--- src/rtl/pwm_gate_pkg.sv ---
`default_nettype none
// ============================================================================
// Module      : pwm_gate_pkg
// Description : Shared types and constants for the PWM gate-drive sequencer:
//               state encoding, configuration record and small helpers.
// Revision    : 1.0 - initial release
// ============================================================================
package pwm_gate_pkg;

  // Field widths of the configuration record; the top-level CNT_BITS and
  // DT_BITS parameters default to these and must stay in step with them.
  localparam int c_pwm_cnt_bits = 8;
  localparam int c_pwm_dt_bits  = 4;

  // State encoding, also driven out on the state port.
  localparam logic [1:0] c_st_idle      = 2'd0;
  localparam logic [1:0] c_st_softstart = 2'd1;
  localparam logic [1:0] c_st_run       = 2'd2;
  localparam logic [1:0] c_st_fault     = 2'd3;

  typedef enum logic [1:0] {
    ST_IDLE      = c_st_idle,
    ST_SOFTSTART = c_st_softstart,
    ST_RUN       = c_st_run,
    ST_FAULT     = c_st_fault
  } pwm_state_e;

  // One PWM configuration set; used for both pending and active copies.
  typedef struct packed {
    logic [c_pwm_cnt_bits-1:0] period;
    logic [c_pwm_cnt_bits-1:0] duty;
    logic [c_pwm_dt_bits-1:0]  dead_time;
  } pwm_cfg_t;

  // Active configuration after reset: period 1, duty 0, no dead time.
  localparam pwm_cfg_t c_cfg_reset = '{
    period:    c_pwm_cnt_bits'(1),
    duty:      '0,
    dead_time: '0
  };

  // True for the states in which the counter runs and the gates may switch.
  function automatic logic pwm_is_active(input pwm_state_e s);
    return (s == ST_SOFTSTART) || (s == ST_RUN);
  endfunction

endpackage
`default_nettype wire

--- src/rtl/dead_time_gen.sv ---
`default_nettype none
// ============================================================================
// Module      : dead_time_gen
// Description : Turns a single PWM level into complementary high/low drives
//               with a both-off gap of dead_time cycles at every transition.
// Revision    : 1.0 - initial release
// ============================================================================
module dead_time_gen #(
  parameter int DT_BITS = 4
) (
  input  logic               clk_i,
  input  logic               rst_ni,
  input  logic               raw_i,
  input  logic [DT_BITS-1:0] dead_time_i,
  output logic               ctrl_hi_o,
  output logic               ctrl_lo_o
);

  localparam logic [DT_BITS-1:0] c_dt_one = DT_BITS'(1);

  logic               raw_prev_q;
  logic [DT_BITS-1:0] dt_cnt_q;
  logic               w_toggle;
  logic               w_blank;

  // The toggle cycle itself is the first blanked cycle, so the counter only
  // needs to cover the remaining dead_time-1 cycles.
  assign w_toggle = raw_i ^ raw_prev_q;
  assign w_blank  = (w_toggle && (dead_time_i != '0)) || (dt_cnt_q != '0);

  // Track the previous level and run the dead-time down-counter.
  always_ff @(posedge clk_i or negedge rst_ni) begin
    if (!rst_ni) begin
      raw_prev_q <= 1'b0;
      dt_cnt_q   <= '0;
    end else begin
      raw_prev_q <= raw_i;
      if (w_toggle) begin
        dt_cnt_q <= (dead_time_i == '0) ? '0 : (dead_time_i - c_dt_one);
      end else if (dt_cnt_q != '0) begin
        dt_cnt_q <= dt_cnt_q - c_dt_one;
      end
    end
  end

  // Complementary drives, both held low while blanking.
  always_comb begin
    ctrl_hi_o = 1'b0;
    ctrl_lo_o = 1'b0;
    if (!w_blank) begin
      ctrl_hi_o = raw_i;
      ctrl_lo_o = ~raw_i;
    end
  end

endmodule
`default_nettype wire

--- src/rtl/pwm_gate_ctrl.sv ---
`default_nettype none
// ============================================================================
// Module      : pwm_gate_ctrl
// Description : Gate-drive sequencer: programmable PWM counter with soft-start
//               duty ramp, complementary dead-time outputs and a two-sample
//               over-voltage trip into a latched fault state.
// Revision    : 1.0 - initial release
// ============================================================================
module pwm_gate_ctrl
  import pwm_gate_pkg::*;
#(
  parameter int CNT_BITS = c_pwm_cnt_bits,
  parameter int DT_BITS  = c_pwm_dt_bits,
  parameter int V_WIDTH  = 16,
  parameter int SS_STEP  = 1
) (
  input  logic                clk_i,
  input  logic                rst_ni,
  input  logic                en_i,
  input  logic                cfg_load_i,
  input  logic [CNT_BITS-1:0] period_i,
  input  logic [CNT_BITS-1:0] duty_i,
  input  logic [DT_BITS-1:0]  dead_time_i,
  input  logic [V_WIDTH-1:0]  v_meas_i,
  input  logic [V_WIDTH-1:0]  v_trip_i,
  input  logic                clear_fault_i,
  output logic                ctrl_hi_o,
  output logic                ctrl_lo_o,
  output logic                cycle_start_o,
  output logic                fault_o,
  output logic [1:0]          state_o
);

  localparam logic [CNT_BITS-1:0] c_cnt_one = CNT_BITS'(1);
  // SS_STEP is expected to be below 2**CNT_BITS.
  localparam logic [CNT_BITS:0]   c_ss_step = (CNT_BITS+1)'(SS_STEP);

  pwm_state_e          state_q, state_d;
  pwm_cfg_t            pend_q;
  pwm_cfg_t            act_q;
  logic [CNT_BITS-1:0] cnt_q;
  logic [CNT_BITS-1:0] duty_eff_q;
  logic                raw_q;
  logic                trip_q;
  logic                trip_prev_q;

  logic                w_active;
  logic [CNT_BITS-1:0] w_period_eff;
  logic [CNT_BITS-1:0] w_last_cnt;
  logic                w_wrap;
  logic                w_trip2;
  pwm_cfg_t            w_cfg_next;
  logic [CNT_BITS:0]   w_ramp_sum;
  logic [CNT_BITS-1:0] w_ramp_duty;
  logic                w_dt_hi;
  logic                w_dt_lo;

  assign w_active     = pwm_is_active(state_q);
  // A programmed period of 0 behaves as a one-cycle period.
  assign w_period_eff = (act_q.period == '0) ? c_cnt_one : act_q.period;
  assign w_last_cnt   = w_period_eff - c_cnt_one;
  assign w_wrap       = w_active && (cnt_q == w_last_cnt);
  assign w_trip2      = trip_q && trip_prev_q;

  // Configuration that will be active after this edge: pending is promoted
  // on start-up and at every period boundary, otherwise active is kept.
  assign w_cfg_next   = ((state_q == ST_IDLE) || w_wrap) ? pend_q : act_q;

  // Soft-start ramp target, clamped to the duty that becomes active.
  assign w_ramp_sum   = {1'b0, duty_eff_q} + c_ss_step;
  assign w_ramp_duty  = (w_ramp_sum >= {1'b0, w_cfg_next.duty}) ?
                        w_cfg_next.duty : w_ramp_sum[CNT_BITS-1:0];

  // Pending configuration capture; accepted in every state.
  always_ff @(posedge clk_i or negedge rst_ni) begin
    if (!rst_ni) begin
      pend_q <= '0;
    end else if (cfg_load_i) begin
      pend_q <= '{period: period_i, duty: duty_i, dead_time: dead_time_i};
    end
  end

  // FSM state register.
  always_ff @(posedge clk_i or negedge rst_ni) begin
    if (!rst_ni) begin
      state_q <= ST_IDLE;
    end else begin
      state_q <= state_d;
    end
  end

  // FSM next state; a confirmed trip outranks a simultaneous en drop.
  always_comb begin
    state_d = state_q;
    case (state_q)
      ST_IDLE: begin
        if (en_i) state_d = ST_SOFTSTART;
      end
      ST_SOFTSTART: begin
        if (w_trip2)      state_d = ST_FAULT;
        else if (!en_i)   state_d = ST_IDLE;
        else if (w_wrap && (w_ramp_duty == w_cfg_next.duty))
                          state_d = ST_RUN;
      end
      ST_RUN: begin
        if (w_trip2)      state_d = ST_FAULT;
        else if (!en_i)   state_d = ST_IDLE;
      end
      ST_FAULT: begin
        if (clear_fault_i && !trip_q) state_d = ST_IDLE;
      end
      default: state_d = ST_IDLE;
    endcase
  end

  // Period counter, active configuration and effective duty.
  always_ff @(posedge clk_i or negedge rst_ni) begin
    if (!rst_ni) begin
      cnt_q      <= '0;
      duty_eff_q <= '0;
      act_q      <= c_cfg_reset;
    end else if (!pwm_is_active(state_d)) begin
      cnt_q      <= '0;
      duty_eff_q <= '0;
    end else if (state_q == ST_IDLE) begin
      cnt_q      <= '0;
      duty_eff_q <= '0;
      act_q      <= w_cfg_next;
    end else if (w_wrap) begin
      cnt_q      <= '0;
      act_q      <= w_cfg_next;
      // Ramp up while soft-starting; in RUN follow the new duty directly,
      // so reductions land without a ramp-down.
      duty_eff_q <= (state_q == ST_SOFTSTART) ? w_ramp_duty : w_cfg_next.duty;
    end else begin
      cnt_q      <= cnt_q + c_cnt_one;
    end
  end

  // Registered compare; gives one cycle of latency from the counter.
  always_ff @(posedge clk_i or negedge rst_ni) begin
    if (!rst_ni) begin
      raw_q <= 1'b0;
    end else begin
      raw_q <= w_active && (cnt_q < duty_eff_q);
    end
  end

  // Over-voltage sampling with one cycle of history for the two-sample trip.
  always_ff @(posedge clk_i or negedge rst_ni) begin
    if (!rst_ni) begin
      trip_q      <= 1'b0;
      trip_prev_q <= 1'b0;
    end else begin
      trip_q      <= $signed(v_meas_i) > $signed(v_trip_i);
      trip_prev_q <= trip_q;
    end
  end

  dead_time_gen #(
    .DT_BITS (DT_BITS)
  ) u_dead_time_gen (
    .clk_i       (clk_i),
    .rst_ni      (rst_ni),
    .raw_i       (raw_q),
    .dead_time_i (act_q.dead_time),
    .ctrl_hi_o   (w_dt_hi),
    .ctrl_lo_o   (w_dt_lo)
  );

  // FSM outputs; drives are gated off outside SOFTSTART/RUN, which also
  // forces them low on the first FAULT cycle and during reset.
  always_comb begin
    ctrl_hi_o     = 1'b0;
    ctrl_lo_o     = 1'b0;
    cycle_start_o = 1'b0;
    fault_o       = (state_q == ST_FAULT);
    state_o       = state_q;
    if (w_active) begin
      ctrl_hi_o     = w_dt_hi;
      ctrl_lo_o     = w_dt_lo;
      cycle_start_o = (cnt_q == '0);
    end
  end

endmodule
`default_nettype wire

--- config.mk ---
export PLATFORM = sky130hd
export DESIGN_NAME = pwm_gate_ctrl
export DESIGN_NICKNAME = d
export VERILOG_FILES = /design/src/rtl/pwm_gate_pkg.sv /design/src/rtl/dead_time_gen.sv /design/src/rtl/pwm_gate_ctrl.sv
export SDC_FILE = /design/constraint.sdc
export NUM_CORES = 1
export LEC_CHECK = 0
export ABC_CLOCK_PERIOD_IN_PS = 6000
export CAP_MARGIN = 15
export CORE_AREA = 5 5 102 142
export CTS_CLUSTER_DIAMETER = 80
export DETAILED_ROUTE_END_ITERATION = 16
export DIE_AREA = 0 0 107 147
export GPL_TIMING_DRIVEN = 0
export HOLD_SLACK_MARGIN = 0.08
export PLACE_DENSITY = 0.68
export SYNTH_ARGS = -nofsm -noshare
export SYNTH_HDL_FRONTEND = slang
export SYNTH_SLANG_ARGS = --single-unit
--- constraint.sdc ---
create_clock -name clk_i -period 6 [get_ports clk_i]
set_input_delay 1.5 -clock clk_i [delete_from_list [all_inputs] [get_ports clk_i]]
set_output_delay 1.5 -clock clk_i [all_outputs]
set_load 0.05 [all_outputs]
Word level (Yosys, flattened, before mapping)
Cells that the tools add are included.

cells by class
  add/subtract/negate cells = 5
  reductions and logical operators = 20
  equal/unequal tests = 8
  bitwise operators = 2
  muxes and demuxes = 28
  $lt $le $gt $ge = 3

operators by type and width
  kind                   number
  $mux W8                9
  $mux W20               3
  $eq A8 B8 Y1           2
  $gt A16 B16 Y1         1
  $logic_not A8 Y1       2
  $mux W2                7
  $mux W4                3
  $add A8 B1 Y9 const B  1
  $ge A9 B8 Y1           1
  $add A8 B1 Y8 const B  1
  $lt A8 B8 Y1           1
  $pmux W2 S4            1
  $reduce_bool A4 Y1     2
  $sub A4 B1 Y4 const B  2
  $sub A8 B1 Y8 const B  1
  $eq A2 B2 Y1 const B   3
  $logic_and A1 B1 Y1    6
  $mux W1                5
  $eq A2 B1 Y1 const B   2
  $logic_not A4 Y1       1
  $logic_or A1 B1 Y1     4
  $reduce_bool A2 Y1     2
  $ne A3 B3 Y1 const B   1
  $logic_not A2 Y1       1
  other kinds (4)        4

storage, ports and cells
  logic and storage cells = 80
  input bits = 57
  flip-flop bits (word level) = 66
  output and inout port bits = 6

Longest topological paths before layout
Gate-level depths: netlist of run 1.

  depth after elaboration = 18
  depth in mapped cells = 24

Cells and area by module
Synthesis of run 1 repeated with hierarchy kept, for this count alone.

unflattened totals
  cell total of the unflattened synthesis = 446
  area, all modules = 4514.3 um^2

by module, submodules not included
  module         seq. area each (um^2)  cells an instance  area each (um^2)  times used
  pwm_gate_ctrl  1527.7                 414                4175.3            1
  dead_time_gen  125.1                  32                 339.1             1

Worst setup path after synthesis of run 1
No wires, ideal clock.

  kind = flip-flop to flip-flop
  from = reg act_q[14] in the netlist's numbering
  to = reg act_q[17] in the netlist's numbering
  arrival time = 5812 ps
  setup time = 128 ps
  data required time = 5872 ps
  slack = 60 ps
  stages on the path, launching flop included = 24
  path buffers = 4
  path through = dfrtp_1 -> buf_2 -> nor4_1 -> a21oi_1 -> ha_1 -> xnor2_1 -> a21oi_1 -> nand4_1 -> or2_2 -> buf_1 -> o21ai_4 -> clkbuf_1 -> mux2i_1 -> ha_1 -> o21ai_0 -> and3_1 -> or4_1 -> a221oi_1 -> o2111ai_1 -> a21oi_1 -> a211oi_1 -> o31ai_4 -> buf_6 -> mux2_1

between the ends
  longest elaborated chain between the ends = 18

ends and longest elaborated chain
  what                                                 RTL line              RTL
  start, declared                                      pwm_gate_ctrl.sv:40   pwm_cfg_t act_q;
  start signal, assigned                               pwm_gate_ctrl.sv:121  act_q <= c_cfg_reset;
  start signal, assigned                               pwm_gate_ctrl.sv:128  act_q <= w_cfg_next;
  start signal, assigned                               pwm_gate_ctrl.sv:131  act_q <= w_cfg_next;
  $logic_not A8 Y1                                     pwm_gate_ctrl.sv:60   assign w_period_eff = (act_q.period == '0) ? c_cnt_one : act_q.period;
  $mux W8 *                                            pwm_gate_ctrl.sv:60
  $sub A8 B1 Y8 *                                      pwm_gate_ctrl.sv:61   assign w_last_cnt = w_period_eff - c_cnt_one;
  $eq A8 B8 Y1 *                                       pwm_gate_ctrl.sv:62   assign w_wrap = w_active && (cnt_q == w_last_cnt);
  $logic_and A1 B1 Y1 *                                pwm_gate_ctrl.sv:62
  $logic_or A1 B1 Y1                                   pwm_gate_ctrl.sv:67   assign w_cfg_next = ((state_q == ST_IDLE) || w_wrap) ? pend_q : act_q;
  $mux W20                                             pwm_gate_ctrl.sv:67
  $ge A9 B8 Y1                                         pwm_gate_ctrl.sv:71   assign w_ramp_duty = (w_ramp_sum >= {1'b0, w_cfg_next.duty}) ?
  [2 not listed]                                       n/a
  $logic_and A1 B1 Y1                                  pwm_gate_ctrl.sv:102  else if (w_wrap && (w_ramp_duty == w_cfg_next.duty))
  $mux W2                                              pwm_gate_ctrl.sv:102
  $mux W2                                              pwm_gate_ctrl.sv:101  else if (!en_i) state_d = ST_IDLE;
  $mux W2                                              pwm_gate_ctrl.sv:100  if (w_trip2) state_d = ST_FAULT;
  $pmux W2 S4                                          pwm_gate_ctrl.sv:95   case (state_q)
  $eq A2 B1 Y1 / $eq A2 B2 Y1 (equally long branches)  pwm_gate_pkg.sv:44    return (s == ST_SOFTSTART) || (s == ST_RUN);
  $logic_or A1 B1 Y1                                   pwm_gate_pkg.sv:44
  $reduce_and A2 Y1 (no source line)                   n/a

Mark *: on every way between the ends. The rest lies on a longest branch, timed or not. The select of a mux whose other input is x is not followed.
A chain may end at the register's enable or synchronous reset.

Final worst setup path of run 1
  from = reg act_q[14] in the netlist's numbering
  to = reg act_q[0] in the netlist's numbering

Same word-level chain as after synthesis.

==> summary.txt, run 1 <==
Outcome -> completed
Static Leak -> 2.485 nW
P_int -> 1.534 mW
Layout cells sized above 1 -> 11.13%
Final Slew Violations -> 0
Mean Syn Cell Area -> 9.506 um^2
Register area share after synthesis -> 35.20%
Period utilization -> 95.41%
CP delay by family, top -> simple AND/OR/NAND/NOR gates
Core Util, Final -> 44.95%
Area of the multi-input gates -> 0.002890 mm^2
1st-pass router iterations -> 5
Slew @ Worst Pin -> 0.8259 ns
HP Class -> flip-flop to flip-flop
Relative slew slack -> 44.94%
CTS sink count -> 66
Initial core utilization -> 35.74%
Vias post-DR -> 4098
Final setup viols -> 0
Via-to-Cell Ratio -> 5.606
Number of port buffers -> 62
Final min period -> 5.725 ns
Switching Share -> 43.93%
Core ar. -> 0.01314 mm^2
Worst Path Buf+Inv -> 4
CP peak stage delay -> 0.53 ns
Routed WL -> 11.78 mm
Die width -> 107 um
Clock root buffer -> clkbuf_16
DR WL/cell -> 16.11 um
Site Rows -> 50
Ys async rst share -> 100.0%
CP Capture Type -> flip-flop
Hold Fails Final Rpt -> 0
Crit path kind -> flip-flop to flip-flop
CP Cell Sequence -> buf_2 > or3_4 > o41a_1 > xor2_1 > or4_1 > buf_2 > o21ai_4 > buf_4 > mux2i_2 > ha_1 > o21ai_1 > and3_1 > or4_1 > a221oi_2 > o2111ai_2 > and2_1 > o221a_1 > o31ai_4 > buf_6 > mux2_1
CP max FO -> 10
Largest net degree at the start of global routing -> 67
Global Route Usage Sum -> 15.27%
Arr. time, crit path -> 5.94 ns
Sequential cell area -> 0.001653 mm^2
Yosys synthesis warning count -> 0
Yosys reg bits -> 66
First-pass GRT wire length -> 19.44 mm
Initial detailed-routing violation count -> 319
Most frequent cells in the layout -> dfrtp_1 (65), clkdlybuf4s50_1 (61), nand2_1 (40)
Vias in the first global route -> 4232
# IOs -> 63
Htree depth -> 3
Synth Net Count -> 591
Slowest-stage cell, CP -> or4_1
Total negative setup slack -> 0 ns
TritonCTS buffer count -> 9
EDFF count, synth -> 0
Combinational share of power -> 54.4%
P_sw -> 1.202 mW
FILL cells -> 1236
Most common flop cell mapped by yosys -> dfrtp_1
Reg2reg setup slack -> 0.28 ns
Synth area leaders -> dfrtp_1 (35%), ha_1 (11%), mux2_1 (4.8%), mux2_2 (4.6%), nand2_1 (3.2%)
DP HPWL -> 8.916 mm
Max frequency -> 0.1747 GHz
Largest vdd supply drop -> 0.0001852 V
Hold WS -> 0.4024 ns
Post-Syn Area -> 0.004696 mm^2
Post-synth top area share -> 34.64%
Die Span Y -> 147 um
ANT nets after route -> 0
Critical path launch point type -> flip-flop
CTS tree -> yes
Clk network pwr share -> 19.1%
Residual DRC count -> 0
Most common cell after layout, fill and taps aside -> dfrtp_1
Reg power frac -> 26.5%
Nets -> 667
Reg clk slew, reported paths -> 0.05 ns
CTS max path bufs -> 2
Worst-skew pair later-pin latency -> 0.34 ns
Syn Inst Count -> 494
Cell taking the most area after synthesis -> dfrtp_1
N_diodes -> 0
Initial antenna violation count -> 0
Placer congestion estimate -> 0.8799
Power Dens Cells -> 463.3 mW/mm^2
Max Cap Viol -> 0
Die Area -> 0.01573 mm^2
Syn-to-layout area delta -> 25.77%
Post-cts hold buffer count -> 0
Grt ovf -> 0
RSZ-0062 raised after global routing -> no
Max Clock Skew -> 0.007089 ns
Synth cell types -> 62
CP required -> 6.22 ns
area by class of cell:
class                      instances  area share, %
timing repair buffer              66          10.97
buffer                            15          1.398
clock buffer                      13          4.237
multi-input combinational        373          48.94
tap                              156          3.305
inverter                          39          2.479
sequential                        66          27.99
clock inverter                     3         0.6780
kinds of logic after synthesis:
| logic type | Yosys count | share of synthesized area (%) |
|---|---|---|
| and+or+nand+nor | 159 | 18.39 |
| adders and majority gates | 40 | 10.66 |
| AOI/OAI and AO/OA | 100 | 14.42 |
| xor gates and xnor gates | 23 | 4.583 |
| DFF | 66 | 35.20 |
| muxes | 51 | 11.91 |
| buffers and inverters | 55 | 4.849 |
cell usage after synthesis (3+ instances only):
library cell,count
dfrtp_1,65
mux2_2,19
o22ai_1,4
and3_1,8
mux2i_1,12
nor2b_1,6
o211ai_1,7
a31oi_1,3
nor4_1,10
a21oi_1,29
ha_1,40
xor2_1,10
and4_1,3
o31ai_1,3
mux2_1,20
nand3_1,18
or3_1,6
nor4b_1,3
nand4_1,6
or4_1,4
nand2b_1,7
a211oi_1,7
nor2_1,13
nor3_1,20
clkbuf_1,9
o21a_1,11
inv_1,39
nand2_1,40
o2111ai_1,3
and2_1,4
o21ai_0,16
xnor2_1,12
registers in the layout, summed over array words and instances (netlist names):
name	count
act_q	20
pend_q	20
cnt_q	8
duty_eff_q	8
u_dead_time_gen.dt_cnt_q	4
state_o	2
raw_q	1
trip_prev_q	1
trip_q	1
u_dead_time_gen.raw_prev_q	1
power by group through the flow:
stage / Combinational [mW] / Clock [mW] / Sequential [mW]
2_1_floorplan: 1.04 / 0 / 0.699
3_3_place_gp: 1.35 / 0 / 0.716
3_5_place_dp: 1.40 / 0 / 0.721
4_1_cts: 1.45 / 0.531 / 0.724
5_1_grt: 1.65 / 0.553 / 0.746
6_report: 1.49 / 0.524 / 0.724
stage by stage:
step / cell area (um^2) / worst slack [ns] / total power [mW] / instances
floorplan: 4696 / 0.06027 / 1.740 / 494
global placement: 5512 / -1.056 / 2.070 / 712
detailed placement: 5509 / -1.191 / 2.119 / 712
CTS: 5854 / 0.01334 / 2.705 / 729
global route: 5906 / 0.03158 / 2.947 / 731
finish: 5906 / 0.2753 / 2.736 / 731
path summary, 6_finish.rpt:
kind / from / depth (start not counted) / end
worst max-delay path: act_q[14]$_DFFE_PN0P_ / 20 / act_q[0]$_DFFE_PN0P_
max in group asynchronous: rst_ni / 1 / trip_q$_DFF_PN0_
worst max register to register: act_q[14]$_DFFE_PN0P_ / 20 / act_q[0]$_DFFE_PN0P_
worst min register to register: trip_q$_DFF_PN0_ / 0 / trip_prev_q$_DFF_PN0_
min in group asynchronous: rst_ni / 1 / pend_q[18]$_DFFE_PN0P_
worst min-delay path: trip_q$_DFF_PN0_ / 0 / trip_prev_q$_DFF_PN0_
timing repair:
item | 4_1_cts | 5_1_grt
pin swaps | 2 | 2
setup endpoints to repair | 38 | 36
gates resized for setup | 9 | 13
cloned | 0 | 0
buffers inserted | 2 | 2
layer usage:
layer	share of wire (%)	vias up	track usage, %
met1	40	1953	16.34
met5	0	-	0
met2	52	150	28.06
met3	4.5	39	2.989
met4	3.9	0	7.742
li1	-	1956	-
No activity file was read; power rests on OpenSTA's default activity.
==> run 2, diff against run 1 <==
- ABC_CLOCK_PERIOD_IN_PS: 6000 -> 7230
- PLACE_DENSITY: 0.68 -> 0.66
- clock period: 6 -> 7.23 ns (I/O delays scaled with it)
==> summary.txt, run 2 (synthesis results as in run 1) <==
Outcome -> completed
Critical path origin -> act_q[14]$_DFFE_PN0P_
Initial core utilization -> 35.74% (unchanged)
Core ar. -> 0.01314 mm^2 (unchanged)
Critical path launch point type -> flip-flop
Grt ovf -> 0 (unchanged)
Die Span Y -> 147 um (unchanged)
Routed WL -> 11.75 mm (-0.18%)
Die Area -> 0.01573 mm^2 (unchanged)
Setup WS post-layout -> 0.5998 ns (+0.3245 ns)
Worst Path Buf+Inv -> 4 (unchanged)
Final Cell Area -> 0.005837 mm^2 (-1.2%)
Via-to-Cell Ratio -> 5.559 (-0.84%)
Vias in the first global route -> 4290 (+1.4%)
Nets -> 664 (-0.45%)
CTS tree -> yes
Initial detailed-routing violation count -> 190 (-40%)
Period utilization -> 91.70% (-3.7 points)
Final Slew Violations -> 0 (unchanged)
Sequential cell area -> 0.001653 mm^2 (unchanged)
Reg clk slew, reported paths -> 0.05 ns (about the same)
CP delay by family, top -> compound AO/OA/AOI/OAI gates
Most frequent cells in the layout -> dfrtp_1 (65), clkdlybuf4s50_1 (61), nand2_1 (40), ha_1 (40), inv_1 (39)
Total negative setup slack -> 0 ns (unchanged)
Largest vdd supply drop -> 0.0001597 V (-14%)
Slowest-stage cell, CP -> or4_1
Most common cell after layout, fill and taps aside -> dfrtp_1
ANT nets after route -> 0 (unchanged)
Max frequency -> 0.1508 GHz (-14%)
Relative slew slack -> 36.68% (-8.3 points)
Syn-to-layout area delta -> 24.30%
CTS max path bufs -> 2 (unchanged)
HP Class -> flip-flop to flip-flop
FILL cells -> 1286 (+4.0%)
DR WL/cell -> 16.15 um (+0.23%)
Worst r2r src -> act_q[14]$_DFFE_PN0P_
Final min period -> 6.630 ns (+0.9055 ns)
Setup crit end -> act_q[1]$_DFFE_PN0P_
Post-Place Setup Slack -> 0.1322 ns (+1.323 ns)
Post-DP Area -> 0.005509 mm^2 (unchanged)
CP Capture Type -> flip-flop
Top Registers -> act_q (20), pend_q (20)
Layout cells sized above 1 -> 9.266% (-1.9 points)
Number of port buffers -> 62 (unchanged)
Global Route Usage Sum -> 15.67% (+0.40 points)
Placer congestion estimate -> 0.8856 (+0.65%)
Postcts setup bufs -> 0 (-2)
Initial antenna violation count -> 0 (unchanged)
RSZ-0062 raised after global routing -> no
CP max FO -> 10 (unchanged)
CTS sink count -> 66 (unchanged)
Largest net degree at the start of global routing -> 67 (unchanged)
Die width -> 107 um (unchanged)
Clock root buffer -> clkbuf_16
Worst-skew pair later-pin latency -> 0.33 ns (about the same)
CP Cell Sequence -> buf_2 > nor4_2 > a21oi_1 > ha_1 > xnor2_1 > a21oi_1 > nand4_1 > or2_2 > buf_1 > o21ai_4 > clkbuf_2 > mux2i_1 > ha_1 > o21ai_0 > and3_1 > or4_1 > a221oi_1 > o2111ai_1 > a21oi_1 > a211oi_1 > o31ai_4 > buf_6 > mux2_1
Area of the multi-input gates -> 0.002833 mm^2 (-2.0%)
Slew @ Worst Pin -> 0.9420 ns (+0.1161 ns)
Critical R2R Capture -> act_q[1]$_DFFE_PN0P_
Most used cell, CP -> a21oi_1
Final setup viols -> 0 (unchanged)
CP peak stage delay -> 0.49 ns (-0.04 ns)
1st-pass router iterations -> 4 (-1)
Htree depth -> 3 (unchanged)
CP required -> 7.44 ns (+1.22 ns)
Static Leak -> 2.464 nW (-0.85%)
Crit path kind -> flip-flop to flip-flop
# IOs -> 63 (unchanged)
DP HPWL -> 9.203 mm (+3.2%)
Vias post-DR -> 4047 (-1.2%)
First-pass GRT wire length -> 20.06 mm (+3.2%)
Max Clock Skew -> 0.006215 ns (-0.0008747 ns)
N_diodes -> 0 (unchanged)
Hold Fails Final Rpt -> 0 (unchanged)
Site Rows -> 50 (unchanged)
WP depth -> 23 (+15%)
Residual DRC count -> 0 (unchanged)
Arr. time, crit path -> 6.84 ns (+0.90 ns)
TritonCTS buffer count -> 9 (unchanged)
Max Cap Viol -> 0 (unchanged)
Worst Reg-to-Reg Cells -> 23 (+15%)
Reg2reg setup slack -> 0.60 ns (+0.32 ns)
Power Dens Cells -> 382.4 mW/mm^2 (-17%)
## run 2: cell types whose count changed in the layout (fill, tap and decap cells not counted), sizes merged
cell    previous run  this run
buf               12         8
clkbuf            21        23
clkinv             2         1
## run 2: per-layer routing
metal,up-vias,GRT usage [%],part of all wire [%]
met4,0,5.566,2.3
met3,33,3.560,3.9
li1,1949,-,-
met2,111,28.91,54
met1,1954,17.39,40
met5,-,0,0
## run 2: worst min-delay path by stage
stage / to / start / cells after the start / slack, ns
after floorplan: trip_prev_q$_DFF_PN0_ / trip_q$_DFF_PN0_ / 0 / 0.36
after global placement: trip_prev_q$_DFF_PN0_ / trip_q$_DFF_PN0_ / 0 / 0.37
after detailed placement: trip_prev_q$_DFF_PN0_ / trip_q$_DFF_PN0_ / 0 / 0.38
after CTS: trip_prev_q$_DFF_PN0_ / trip_q$_DFF_PN0_ / 0 / 0.39
after global routing: trip_prev_q$_DFF_PN0_ / trip_q$_DFF_PN0_ / 0 / 0.41
final: trip_prev_q$_DFF_PN0_ / trip_q$_DFF_PN0_ / 0 / 0.39
## run 2: area by class of cell
class | count | area share [%]
plain buffers | 16 | 1.415
repair buffers | 62 | 10.59
clock inverters | 2 | 0.6002
multi-input cells | 373 | 48.53
clock buffers | 14 | 4.695
well taps | 156 | 3.344
flip-flops and latches | 66 | 28.32
inverters | 39 | 2.508
## run 2: power by group
group          internal [mW]  switching [mW]
Combinational          0.486           0.701
Clock                  0.295           0.155
Sequential             0.484           0.112
Total                   1.26           0.968
## run 2: repair_timing
item | 4_1_cts | 5_1_grt
hold buffers | 0 | 0
resized for setup | 0 | 5
hold endpoints to repair | 0 | 0
endpoints found under the setup margin | 0 | 36
## run 2: per-stage QoR
step                      cells  hold slack [ns]  util (%)  total power [mW]
after floorplan             494           0.3583         -             1.444
after global placement      712           0.3675     41.95             1.726
after detailed placement    712           0.3784     41.93             1.769
after CTS                   728           0.3909     44.29             2.228
after global routing        728           0.4140     44.43             2.413
final                       728           0.3867     44.43             2.232
==> run 3, diff against run 2 <==
- SLEW_MARGIN: default -> 20
==> summary.txt, run 3 (synthesis results as in run 1) <==
Die Area -> 0.01573 mm^2 (unchanged)
Htree depth -> 3 (unchanged)
Arr. time, crit path -> 6.87 ns (+0.03 ns)
DR WL/cell -> 16.22 um (+0.48%)
Clock root buffer -> clkbuf_16
Final Slew Violations -> 0 (unchanged)
Top Registers -> act_q (20), pend_q (20)
Max frequency -> 0.1502 GHz (-0.44%)
Largest vdd supply drop -> 0.0001793 V (+12%)
Critical R2R Capture -> act_q[2]$_DFFE_PN0P_
CP max FO -> 10 (unchanged)
Residual DRC count -> 0 (unchanged)
CTS sink count -> 66 (unchanged)
Core ar. -> 0.01314 mm^2 (unchanged)
Total power -> 2.210 mW (-0.98%)
Top Layer Used -> met4
Initial core utilization -> 35.74% (unchanged)
Critical path origin -> act_q[14]$_DFFE_PN0P_
Syn-to-layout area delta -> 24.25% (about the same)
Initial detailed-routing violation count -> 244 (+28%)
Die Span Y -> 147 um (unchanged)
Hold Fails Final Rpt -> 0 (unchanged)
Most common cell after layout, fill and taps aside -> dfrtp_1
Power Dens Cells -> 378.8 mW/mm^2 (-0.94%)
M1 WL -> 4.447 mm (-5.4%)
Worst Reg-to-Reg Cells -> 23 (unchanged)
Finished Layout Cells -> 728 (unchanged)
Setup crit end -> act_q[2]$_DFFE_PN0P_
Via-to-Cell Ratio -> 5.632 (+1.3%)
Layout cells sized above 1 -> 9.266% (unchanged)
Period utilization -> 92.11% (+0.41 points)
Worst-skew pair later-pin latency -> 0.34 ns (about the same)
DP HPWL -> 9.376 mm (+1.9%)
Vias in the first global route -> 4309 (+0.44%)
WL met3 -> 638 um (+40%)
First-pass GRT wire length -> 20.04 mm (about the same)
Max Cap Viol -> 0 (unchanged)
Total negative setup slack -> 0 ns (unchanged)
Nets -> 665 (+0.15%)
Postcts setup bufs -> 0 (unchanged)
Most frequent cells in the layout -> dfrtp_1 (65), clkdlybuf4s50_1 (61), nand2_1 (40), ha_1 (40), inv_1 (39)
Outcome -> completed
Placer congestion estimate -> 0.8856 (unchanged)
CP required -> 7.45 ns (about the same)
Global Route Usage Sum -> 15.75% (+0.076 points)
Reg clk slew, reported paths -> 0.05 ns (about the same)
Site Rows -> 50 (unchanged)
CP Capture Type -> flip-flop
TritonCTS buffer count -> 9 (unchanged)
Routed WL -> 11.81 mm (+0.48%)
Number of port buffers -> 62 (unchanged)
Final setup viols -> 0 (unchanged)
N_diodes -> 0 (unchanged)
FILL cells -> 1287 (+0.078%)
CTS tree -> yes
Post-Place Setup Slack -> 0.1342 ns (+0.001957 ns)
Hold WS -> 0.3832 ns (-0.003506 ns)
Reg2reg setup slack -> 0.57 ns (-0.03 ns)
DR WL met2 -> 6.288 mm (-0.60%)
Max Clock Skew -> 0.009985 ns (+0.003771 ns)
Initial antenna violation count -> 0 (unchanged)
Vias post-DR -> 4100 (+1.3%)
# IOs -> 63 (unchanged)
Final min period -> 6.660 ns (+0.02939 ns)
Crit path kind -> flip-flop to flip-flop
Worst r2r src -> act_q[14]$_DFFE_PN0P_
Relative slew slack -> 37.86% (+1.2 points)
Largest net degree at the start of global routing -> 43 (-36%)
Critical path launch point type -> flip-flop
RSZ-0062 raised after global routing -> no
Slew @ Worst Pin -> 0.9243 ns (-0.01764 ns)
Grt ovf -> 0 (unchanged)
1st-pass router iterations -> 4 (unchanged)
HP Class -> flip-flop to flip-flop
ANT nets after route -> 0 (unchanged)
Setup WS post-layout -> 0.5704 ns (-0.02939 ns)
Static Leak -> 2.462 nW (about the same)
Dpl cells -> 713 (+0.14%)
Die width -> 107 um (unchanged)
CTS max path bufs -> 2 (unchanged)
-- run 3: worst max-delay path, stage by stage, from the launching register on --
cell and delay [ns]:
dfrtp_1 0.35, buf_2 0.16, nor4_2 0.46, a21oi_1 0.16, ha_1 0.33, xnor2_1 0.12, a21oi_1 0.12, nand4_1 0.33
or2_2 0.39, buf_1 0.25, o21ai_4 0.38, clkbuf_2 0.32, mux2i_1 0.14, ha_1 0.28, o21ai_0 0.16, and3_1 0.23
or4_1 0.51, a221oi_1 0.26, o2111ai_1 0.23, a21oi_1 0.31, a211oi_1 0.17, o31ai_4 0.31, buf_6 0.21, mux2_1 0.34
-- run 3: area by class of cell --
| class | instances | area [um^2] | area share, % |
|---|---|---|---|
| plain buffers | 16 | 82.58 | 1.415 |
| well taps | 156 | 195.2 | 3.345 |
| multi-input cells | 373 | 2833 | 48.55 |
| flip-flops and latches | 66 | 1653 | 28.33 |
| repair buffers | 63 | 638.1 | 10.94 |
| clock inverters | 3 | 40.04 | 0.6863 |
| inverters | 39 | 146.4 | 2.509 |
| clock buffers | 12 | 246.5 | 4.225 |
-- run 3: through the flow --
stage,utilization (%),area [um^2]
floorplan,-,4696
global placement,41.95,5512
detailed placement,42.09,5529
CTS,44.27,5816
global route,44.41,5834
finish,44.41,5834
-- run 3: power by group --
part	leakage, nW	total, mW	switching, mW	internal [mW]
Combinational	1.51	1.19	0.698	0.487
Clock	0.142	0.428	0.155	0.273
Sequential	0.807	0.596	0.113	0.484
-- run 3: what timing repair did --
action                                  in CTS  in global routing
resized for setup                            0                  5
hold endpoints to repair                     0                  0
hold buffers                                 0                  0
endpoints found under the setup margin       0                 36
-- run 3: layer usage --
layer / vias up / GRT usage [%]
li1: 1958 / -
met1: 1983 / 16.76
met2: 124 / 29.16
met3: 35 / 2.813
met4: 0 / 8.125
met5: - / 0
-- run 3: worst min-delay path by stage --
stage / end / cells past startpoint / start
CTS: trip_prev_q$_DFF_PN0_ / 0 / trip_q$_DFF_PN0_
finish: trip_prev_q$_DFF_PN0_ / 0 / trip_q$_DFF_PN0_
detailed placement: trip_prev_q$_DFF_PN0_ / 0 / trip_q$_DFF_PN0_
floorplan: trip_prev_q$_DFF_PN0_ / 0 / trip_q$_DFF_PN0_
global placement: trip_prev_q$_DFF_PN0_ / 0 / trip_q$_DFF_PN0_
global route: trip_prev_q$_DFF_PN0_ / 0 / trip_q$_DFF_PN0_
